**src/rtl/mem_port_arbiter_if.sv**
```systemverilog
// Bundles the CPU, DMA and memory-side signals of the shared memory port.
// The arbiter takes the slave view; requesters and the memory model take the master view.
interface mem_port_arbiter_if #(
  parameter int WIDTH      = 32,
  parameter int ADDR_WIDTH = 32
);
  logic                  cpu_req;
  logic                  cpu_we;
  logic [ADDR_WIDTH-1:0] cpu_addr;
  logic [WIDTH-1:0]      cpu_wdata;
  logic                  cpu_gnt;
  logic                  cpu_rvalid;
  logic [WIDTH-1:0]      cpu_rdata;

  logic                  dma_req;
  logic                  dma_we;
  logic                  dma_lock;
  logic [ADDR_WIDTH-1:0] dma_addr;
  logic [WIDTH-1:0]      dma_wdata;
  logic                  dma_gnt;
  logic                  dma_rvalid;
  logic [WIDTH-1:0]      dma_rdata;

  logic [ADDR_WIDTH-1:0] mem_addr;
  logic [WIDTH-1:0]      mem_wdata;
  logic                  mem_we;
  logic                  mem_re;
  logic [WIDTH-1:0]      mem_rdata;

  logic [1:0]            owner;

  modport slave (
    input  cpu_req, cpu_we, cpu_addr, cpu_wdata,
    input  dma_req, dma_we, dma_lock, dma_addr, dma_wdata,
    input  mem_rdata,
    output cpu_gnt, cpu_rvalid, cpu_rdata,
    output dma_gnt, dma_rvalid, dma_rdata,
    output mem_addr, mem_wdata, mem_we, mem_re,
    output owner
  );

  modport master (
    output cpu_req, cpu_we, cpu_addr, cpu_wdata,
    output dma_req, dma_we, dma_lock, dma_addr, dma_wdata,
    output mem_rdata,
    input  cpu_gnt, cpu_rvalid, cpu_rdata,
    input  dma_gnt, dma_rvalid, dma_rdata,
    input  mem_addr, mem_wdata, mem_we, mem_re,
    input  owner
  );
endinterface

```
**src/rtl/mem_port_arbiter.sv**
```systemverilog
// Shares one memory port between CPU (default priority) and DMA (fairness slot, optional lock).
// Grants are same-cycle, read data returns one cycle later; a denied requester holds its request.
module mem_port_arbiter #(
  parameter int WIDTH      = 32,
  parameter int ADDR_WIDTH = 32,
  parameter int MAX_WAIT   = 8
) (
  input  logic              clk,
  input  logic              rst,
  mem_port_arbiter_if.slave bus
);
  typedef enum logic [1:0] {ARB = 2'b00, LOCK = 2'b01, FAIR = 2'b10} state_e;

  localparam logic [7:0] WAIT_LAST = 8'(MAX_WAIT - 1);

  state_e                state_q, state_d;
  logic [7:0]            wait_cnt_q, wait_cnt_d;
  logic [1:0]            rd_tag_q, rd_tag_d;
  logic                  cpu_gnt, dma_gnt;
  logic                  mem_we, mem_re;
  logic [ADDR_WIDTH-1:0] addr_mux;
  logic [WIDTH-1:0]      wdata_mux;

  always_comb begin
    cpu_gnt = 1'b0;
    dma_gnt = 1'b0;
    state_d = state_q;
    if (rst) begin
      case (state_q)
        ARB: begin
          cpu_gnt = bus.cpu_req;
          dma_gnt = bus.dma_req & ~bus.cpu_req;
          if (dma_gnt && bus.dma_lock)
            state_d = LOCK;
          else if (bus.dma_req && !dma_gnt && wait_cnt_q == WAIT_LAST)
            state_d = FAIR;
        end
        FAIR: begin
          dma_gnt = bus.dma_req;
          cpu_gnt = bus.cpu_req & ~bus.dma_req;
          if (dma_gnt && bus.dma_lock)
            state_d = LOCK;
          else
            state_d = ARB;
        end
        LOCK: begin
          // The CPU stays locked out even in the cycle the DMA releases the port.
          dma_gnt = bus.dma_req;
          if (!bus.dma_req || !bus.dma_lock)
            state_d = ARB;
        end
        default: state_d = ARB;
      endcase
    end
  end

  always_comb begin
    wait_cnt_d = wait_cnt_q;
    if (dma_gnt || !bus.dma_req)
      wait_cnt_d = 8'd0;
    else if (wait_cnt_q < WAIT_LAST)
      wait_cnt_d = wait_cnt_q + 8'd1;
  end

  always_comb begin
    addr_mux  = '0;
    wdata_mux = '0;
    if (cpu_gnt) begin
      addr_mux  = bus.cpu_addr;
      wdata_mux = bus.cpu_wdata;
    end else if (dma_gnt) begin
      addr_mux  = bus.dma_addr;
      wdata_mux = bus.dma_wdata;
    end
  end

  assign mem_we   = (cpu_gnt & bus.cpu_we) | (dma_gnt & bus.dma_we);
  assign mem_re   = (cpu_gnt & ~bus.cpu_we) | (dma_gnt & ~bus.dma_we);
  assign rd_tag_d = {mem_re, dma_gnt};

  always_ff @(posedge clk or negedge rst) begin
    if (!rst) begin
      state_q    <= ARB;
      wait_cnt_q <= 8'd0;
      rd_tag_q   <= 2'b00;
    end else begin
      state_q    <= state_d;
      wait_cnt_q <= wait_cnt_d;
      rd_tag_q   <= rd_tag_d;
    end
  end

  assign bus.cpu_gnt    = cpu_gnt;
  assign bus.dma_gnt    = dma_gnt;
  assign bus.mem_addr   = addr_mux;
  assign bus.mem_wdata  = wdata_mux;
  assign bus.mem_we     = mem_we;
  assign bus.mem_re     = mem_re;
  assign bus.cpu_rvalid = rst & (rd_tag_q == 2'b10);
  assign bus.dma_rvalid = rst & (rd_tag_q == 2'b11);
  assign bus.cpu_rdata  = bus.mem_rdata;
  assign bus.dma_rdata  = bus.mem_rdata;
  assign bus.owner      = state_q;
endmodule

```
**src/flat_wrapper.sv**
```systemverilog
// flat-port wrapper written by rule: the top's interface ports become plain ports
module mem_port_arbiter_flat 
#(
  parameter int WIDTH      = 32,
  parameter int ADDR_WIDTH = 32,
  parameter int MAX_WAIT   = 8
)
  (clk, rst, bus_cpu_req, bus_cpu_we, bus_cpu_addr, bus_cpu_wdata, bus_dma_req, bus_dma_we, bus_dma_lock, bus_dma_addr, bus_dma_wdata, bus_mem_rdata, bus_cpu_gnt, bus_cpu_rvalid, bus_cpu_rdata, bus_dma_gnt, bus_dma_rvalid, bus_dma_rdata, bus_mem_addr, bus_mem_wdata, bus_mem_we, bus_mem_re, bus_owner);
  mem_port_arbiter_if #(.WIDTH(WIDTH), .ADDR_WIDTH(ADDR_WIDTH)) bus_i ();
  input  logic clk;
  input  logic rst;
  input wire logic [$bits(bus_i.cpu_req)-1:0] bus_cpu_req;
  input wire logic [$bits(bus_i.cpu_we)-1:0] bus_cpu_we;
  input wire logic [$bits(bus_i.cpu_addr)-1:0] bus_cpu_addr;
  input wire logic [$bits(bus_i.cpu_wdata)-1:0] bus_cpu_wdata;
  input wire logic [$bits(bus_i.dma_req)-1:0] bus_dma_req;
  input wire logic [$bits(bus_i.dma_we)-1:0] bus_dma_we;
  input wire logic [$bits(bus_i.dma_lock)-1:0] bus_dma_lock;
  input wire logic [$bits(bus_i.dma_addr)-1:0] bus_dma_addr;
  input wire logic [$bits(bus_i.dma_wdata)-1:0] bus_dma_wdata;
  input wire logic [$bits(bus_i.mem_rdata)-1:0] bus_mem_rdata;
  output wire logic [$bits(bus_i.cpu_gnt)-1:0] bus_cpu_gnt;
  output wire logic [$bits(bus_i.cpu_rvalid)-1:0] bus_cpu_rvalid;
  output wire logic [$bits(bus_i.cpu_rdata)-1:0] bus_cpu_rdata;
  output wire logic [$bits(bus_i.dma_gnt)-1:0] bus_dma_gnt;
  output wire logic [$bits(bus_i.dma_rvalid)-1:0] bus_dma_rvalid;
  output wire logic [$bits(bus_i.dma_rdata)-1:0] bus_dma_rdata;
  output wire logic [$bits(bus_i.mem_addr)-1:0] bus_mem_addr;
  output wire logic [$bits(bus_i.mem_wdata)-1:0] bus_mem_wdata;
  output wire logic [$bits(bus_i.mem_we)-1:0] bus_mem_we;
  output wire logic [$bits(bus_i.mem_re)-1:0] bus_mem_re;
  output wire logic [$bits(bus_i.owner)-1:0] bus_owner;
  assign bus_i.cpu_req = bus_cpu_req;
  assign bus_i.cpu_we = bus_cpu_we;
  assign bus_i.cpu_addr = bus_cpu_addr;
  assign bus_i.cpu_wdata = bus_cpu_wdata;
  assign bus_i.dma_req = bus_dma_req;
  assign bus_i.dma_we = bus_dma_we;
  assign bus_i.dma_lock = bus_dma_lock;
  assign bus_i.dma_addr = bus_dma_addr;
  assign bus_i.dma_wdata = bus_dma_wdata;
  assign bus_i.mem_rdata = bus_mem_rdata;
  assign bus_cpu_gnt = bus_i.cpu_gnt;
  assign bus_cpu_rvalid = bus_i.cpu_rvalid;
  assign bus_cpu_rdata = bus_i.cpu_rdata;
  assign bus_dma_gnt = bus_i.dma_gnt;
  assign bus_dma_rvalid = bus_i.dma_rvalid;
  assign bus_dma_rdata = bus_i.dma_rdata;
  assign bus_mem_addr = bus_i.mem_addr;
  assign bus_mem_wdata = bus_i.mem_wdata;
  assign bus_mem_we = bus_i.mem_we;
  assign bus_mem_re = bus_i.mem_re;
  assign bus_owner = bus_i.owner;
  mem_port_arbiter #(.WIDTH(WIDTH), .ADDR_WIDTH(ADDR_WIDTH), .MAX_WAIT(MAX_WAIT)) u_core (.clk(clk), .rst(rst), .bus(bus_i));
endmodule
```
**config.mk**
```make
export PLATFORM = sky130hd
export DESIGN_NAME = mem_port_arbiter_flat
export DESIGN_NICKNAME = d
export VERILOG_FILES = /design/src/rtl/mem_port_arbiter_if.sv /design/src/rtl/mem_port_arbiter.sv /design/src/flat_wrapper.sv
export SDC_FILE = /design/constraint.sdc
export NUM_CORES = 1
export LEC_CHECK = 0
export ABC_AREA = 0
export CAP_MARGIN = 20
export CORE_AREA = 2 2 116 118
export CTS_CLUSTER_DIAMETER = 60
export DETAILED_ROUTE_END_ITERATION = 16
export DIE_AREA = 0 0 118 120
export REMOVE_ABC_BUFFERS = 1
export SYNTH_ARGS = -nofsm -noshare
export SYNTH_HDL_FRONTEND = slang
export SYNTH_SLANG_ARGS = --single-unit
```
**constraint.sdc**
```tcl
create_clock -name clk -period 2.67 [get_ports clk]
set_input_delay 0.534 -clock clk [delete_from_list [all_inputs] [get_ports clk]]
set_output_delay 0.534 -clock clk [all_outputs]
set_load 0.02 [all_outputs]
```
## After elaboration in Yosys (flattened, before gate mapping)

Index checks and enable logic that the tools add are counted.

- Output and inout bits: 136
- Bits of input ports: 167
- Register bits: 12

- $lt $le $gt $ge: 1
- Equality and inequality tests: 7
- Muxes and demuxes: 15
- Reductions and logical operators: 13
- Bitwise gates (word level): 14
- Add/sub/neg operators: 1

Operators with widths:

| kind | number |
|---|---|
| 2-to-1 mux 32 bit | 4 |
| 2-to-1 mux 8 bit | 2 |
| adder 8 x 1 -> 8 bit (second input constant) | 1 |
| bitwise AND 1 bit | 8 |
| == test 8 x 3 -> 1 bit (second input constant) | 1 |
| < comparator 8 x 3 -> 1 bit (second input constant) | 1 |
| == test 2 bit (second input constant) | 3 |
| 2-to-1 mux 2 bit | 3 |
| one-hot mux 2 bit (3 select lines) | 1 |
| logical AND 1 bit | 4 |
| inverter 1 bit | 4 |
| one-hot mux 1 bit (2 select lines) | 2 |
| logical NOT 1 bit | 3 |
| 2-to-1 mux 1 bit | 3 |
| inequality test 3 x 1 -> 1 bit (second input constant) | 1 |
| AND reduction 3 bit | 1 |
| == test 2 x 1 -> 1 bit (second input constant) | 1 |
| logical NOT 2 bit | 1 |
| logical OR 1 bit | 2 |
| inequality test 2 x 1 -> 1 bit (second input constant) | 1 |
| bitwise OR 1 bit | 2 |
| nonzero test 2 bit | 1 |
| OR reduction 2 bit | 1 |

## Logic depth before layout (Yosys ltp)

Gate-level depths: netlist of run 1.

- Word-level depth: 8
- Depth in mapped cells: 8
- Mapped depth without buffers: 7

## Worst setup path before layout of run 1

OpenSTA, ideal clock, no wires.

- Path type: register to output
- Start point: reg u_core.state_q[0] (netlist: u_core.bus.owner[0])
- End point: out bus_mem_addr[12]
- Cell stages (with the launch flop): 9
- Slack: 0.172 ns
- Arrival: 1.964 ns
- Cells stage by stage: dfrtp_1 inv_1 ha_1 nor2b_1 o21ai_1 or2_1 buf_2 buf_1 o2bb2ai_1

- Longest elaborated chain between the ends: 6
- Elaborated cells on any way between the ends: 10

Ends and longest elaborated chain:

| element | RTL line | text |
|---|---|---|
| start, declared | mem_port_arbiter.sv:16 | `state_e state_q, state_d;` |
| start signal, assigned | mem_port_arbiter.sv:87 | `state_q <= state_d;` |
| == test 2 bit / == test 2 x 1 -> 1 bit (equally long branches) | mem_port_arbiter.sv:29 | `case (state_q)` |
| OR reduction 2 bit (no line) | - |  |
| one-hot mux 1 bit (2 select lines) | mem_port_arbiter.sv:29 |  |
| 2-to-1 mux 1 bit | mem_port_arbiter.sv:28 | `if (rst) begin` |
| 2-to-1 mux 32 bit | mem_port_arbiter.sv:71 | `end else if (dma_gnt) begin` |
| 2-to-1 mux 32 bit (*) | mem_port_arbiter.sv:68 | `if (cpu_gnt) begin` |
| end, declared | flat_wrapper.sv:28 | `output wire logic [$bits(bus_i.mem_addr)-1:0] bus_mem_addr;` |

Mark *: on every way between the ends. The rest lies on a longest branch, timed or not.

## Final worst setup path of run 1

- Start point: reg u_core.state_q[1] (netlist: u_core.bus.owner[1])
- End point: out bus_mem_wdata[31]

- Longest elaborated chain between the ends: 6
- Elaborated cells on any way between the ends: 10

Ends and longest elaborated chain:

| element | RTL line | text |
|---|---|---|
| == test 2 bit / == test 2 x 1 -> 1 bit (equally long branches) | mem_port_arbiter.sv:29 |  |
| OR reduction 2 bit (no line) | - |  |
| one-hot mux 1 bit (2 select lines) | mem_port_arbiter.sv:29 |  |
| 2-to-1 mux 1 bit | mem_port_arbiter.sv:28 |  |
| 2-to-1 mux 32 bit | mem_port_arbiter.sv:71 |  |
| 2-to-1 mux 32 bit (*) | mem_port_arbiter.sv:68 |  |
| end, declared | flat_wrapper.sv:29 | `output wire logic [$bits(bus_i.mem_wdata)-1:0] bus_mem_wdata;` |

Marked as above.

==> results.json, run 1 <==
{
  "outcome": "complete, but fails checks",
  "violations": "setup timing",
  "cts.clk_slew.worst_paths_ns": 0.04,
  "ctsLongestPathBuffers": 2,
  "antenna_found_initial": 0,
  "p_sw_frac": 0.387,
  "vias": 2720,
  "mostFrequentLayoutCells": "135 x clkdlybuf4s50_1, 67 x nand2_1, 56 x o2bb2ai_1, 54 x buf_4, 28 x buf_2",
  "yosysUniqueCellTypes": 34,
  "drive_gt1_frac": 0.300,
  "core_area_um2": 13000,
  "die_y_um": 120,
  "firstDrtPassIters": 4,
  "grt_pass1_wl_mm": 16.4,
  "die_x_um": 118,
  "critPathKind": "register to output pin",
  "seq_area_um2": 300,
  "p_comb_frac": 0.693,
  "start_util": 0.155,
  "wl_per_cell_um": 20.8,
  "power.share.sequential": 0.125,
  "hold_viol": 0,
  "max_freq_mhz": 370,
  "crit_chain": "buf_4 -> ha_2 -> nor2b_1 -> o21ai_1 -> or2_4 -> buf_12 -> buf_6 -> o2bb2ai_2 -> buf_6 -> buf_6",
  "ys_seq_area_frac": 0.149,
  "fin_crit_sh": 1.01,
  "final_common_cell": "clkdlybuf4s50_1",
  "synth_edf_count": 0,
  "placed_cell_area_um2": 3980,
  "synth_seq_cells": 12,
  "switching_power_uw": 641,
  "synthCells": 274,
  "nets": 610,
  "dieArea_um2": 14200,
  "finClkSkew_ns": 0.00107,
  "place_ws_ns": -0.518,
  "max_stage_delay_ns": 0.41,
  "worst_pin_slew_ns": 0.321,
  "max-cap-violations": 0,
  "worst_ep_arrival_time_ns": 2.17,
  "powerDensity_nw_per_um2": 393,
  "syn_area_um2": 2010,
  "cts_tree": "yes",
  "async_flop_share": 1.00,
  "p_leak_nw": 1.90,
  "crit_path_top_delay_cell": "dfrtp_1",
  "place_congestion": 0.763,
  "min_path_type": "input pin to asynchronous set/reset pin",
  "diodes": 0,
  "fin_crit_ns": 2.70,
  "cts-buffers-inserted": 3,
  "multi_input_area_um2": 1210,
  "grt_max_degree": 40,
  "hpwlAfterDp_mm": 9.59,
  "grt_overflow": 0,
  "internal_power_mw": 1.02,
  "syn-mean-instance-area_um2": 7.35,
  "io_buffers": 206,
  "slew-limit-headroom": 0.785,
  "wirelength_mm": 12.8,
  "areaGrowthSynthToFinish_pct": 110,
  "grt_util_all_layers": 0.153,
  "io_pins": 303,
  "fillers": 1414,
  "setup_viol": 4,
  "drc": 0,
  "drt-initial-drc-count": 148,
  "ir_worst_vdd_uv": 128,
  "cp-start-kind": "register",
  "clkSinkCount": 12,
  "crit_fanout": 6,
  "rsz0062_at_grt": "true",
  "cp-end-kind": "output pin",
  "avgViaCountPerCell": 4.44,
  "cts-root-buf": "clkbuf_16",
  "htree_levels": 1,
  "crit_required_ns": 2.14,
  "finalWorstSetupSlack_ns": -0.0342,
  "rows": 42,
  "yosys_warnings": 0,
  "grt_pass1_vias": 2739,
  "slew_viol_final": 0,
  "synth_flop_cell": "dfrtp_1",
  "holdBufCountCts": 0,
  "clk_latency_ns": 0.24,
  "finalInstanceArea_um2": 4220,
  "clkPwrFrac": 0.182,
  "crit_top_cell": "buf_6",
  "ant_nets": 0
}
==> registers in the layout, summed over array words and instances, names as in the netlist <==
register and count:
u_core.bus.owner 2, u_core.rd_tag_q 2, u_core.wait_cnt_q 8
==> worst paths after layout <==
path	startpoint	endpoint	slack (ns)	cells past startpoint
min in group clk	u_core.wait_cnt_q[3]$_DFFE_PN0P_	u_core.wait_cnt_q[3]$_DFFE_PN0P_	0.52	2
setup reg to reg	u_core.bus.owner[1]$_DFFE_PN0P_	u_core.rd_tag_q[1]$_DFF_PN0_	0.91	7
max in group asynchronous	rst	u_core.wait_cnt_q[3]$_DFFE_PN0P_	2.02	3
setup / recovery	u_core.bus.owner[1]$_DFFE_PN0P_	bus_mem_wdata[31]	-0.03	10
hold / removal	rst	u_core.rd_tag_q[0]$_DFF_PN0_	0.36	2
hold reg to reg	u_core.wait_cnt_q[3]$_DFFE_PN0P_	u_core.wait_cnt_q[3]$_DFFE_PN0P_	0.52	2
==> synthesized netlist by cell type, types with 2 or more instances <==
cell	number	area, um^2
nand2_1	67	251
buf_4	65	488
o2bb2ai_1	64	561
dfrtp_1	12	300
buf_1	10	37.5
buf_2	7	35.0
ha_1	5	62.6
inv_1	5	18.8
nor2_1	5	18.8
and3_1	4	25.0
clkbuf_1	4	15.0
mux2i_1	2	20.0
nor2b_1	2	12.5
o211ai_1	2	15.0
==> what timing repair did <==
action / in CTS / in global routing
gates cloned: 2 / 6
gates resized for setup: 219 / 88
setup endpoints to repair: 68 / 62
pin swaps: 0 / 2
buffers inserted: 2 / 5
==> critical path: cells and delay by family, from the launching register on <==
family | cells | cell delay (ns)
buf+inv | 5 | 0.68
simple gates | 2 | 0.47
flops | 1 | 0.41
compound gates | 2 | 0.21
fa+ha+maj | 1 | 0.17
==> area by class of cell <==
| class | count | share of cell area |
|---|---|---|
| flip-flops and latches | 12 | 0.0712 |
| clock buffers | 4 | 0.0210 |
| well taps | 176 | 0.0522 |
| inverters | 7 | 0.00741 |
| repair buffers | 245 | 0.561 |
| multi-input cells | 169 | 0.288 |
==> layer usage <==
| layer | part of all wire | up-vias | track usage |
|---|---|---|---|
| li1 | - | 1236 | - |
| met1 | 0.44 | 1261 | 0.187 |
| met2 | 0.41 | 213 | 0.222 |
| met3 | 0.15 | 8 | 0.114 |
| met4 | 0.0013 | 2 | 0.00452 |
| met5 | 0.0051 | - | 0.0515 |
==> metrics by stage <==
| stage | hold slack (ns) | instances | power, mW | setup TNS [ns] | util |
|---|---|---|---|---|---|
| 3_3_place_gp | 0.505 | 595 | 1.27 | -27.51 | 0.307 |
| 3_5_place_dp | 0.509 | 595 | 1.28 | -28.15 | 0.307 |
| 4_1_cts | 0.356 | 603 | 1.59 | -0.0408 | 0.321 |
| 2_1_floorplan | 0.238 | 188 | 0.632 | -58.98 | - |
| 5_1_grt | 0.369 | 613 | 1.75 | -1.95 | 0.325 |
| 6_report | 0.359 | 613 | 1.66 | -0.114 | 0.325 |
==> logic make-up (layout without fill, tap and decap cells) <==
kind of cell,count (synthesis),count (layout),share of synthesized area
buffers and inverters,93,256,0.299
and+or+nand+nor,85,85,0.181
AOI/OAI and AO/OA,76,76,0.326
DFF,12,12,0.149
adders and majority gates,5,5,0.0311
muxes,2,2,0.00994
xor gates and xnor gates,1,1,0.00435
==> power by group through the flow <==
stage          Combinational, mW  Clock (mW)  Sequential, mW
6_report                    1.15       0.301           0.207
5_1_grt                     1.22       0.322           0.209
4_1_cts                     1.08       0.309           0.206
3_5_place_dp                1.07           0           0.209
3_3_place_gp                1.06           0           0.208
2_1_floorplan              0.417           0           0.214
(Power assumes the default switching activity.)
==> inputs of run 2 (changes only) <==
- GPL_ROUTABILITY_DRIVEN: unset -> 0
==> results of run 2 <==
The final DEF is identical to that of run 1; final timing and power are the same.
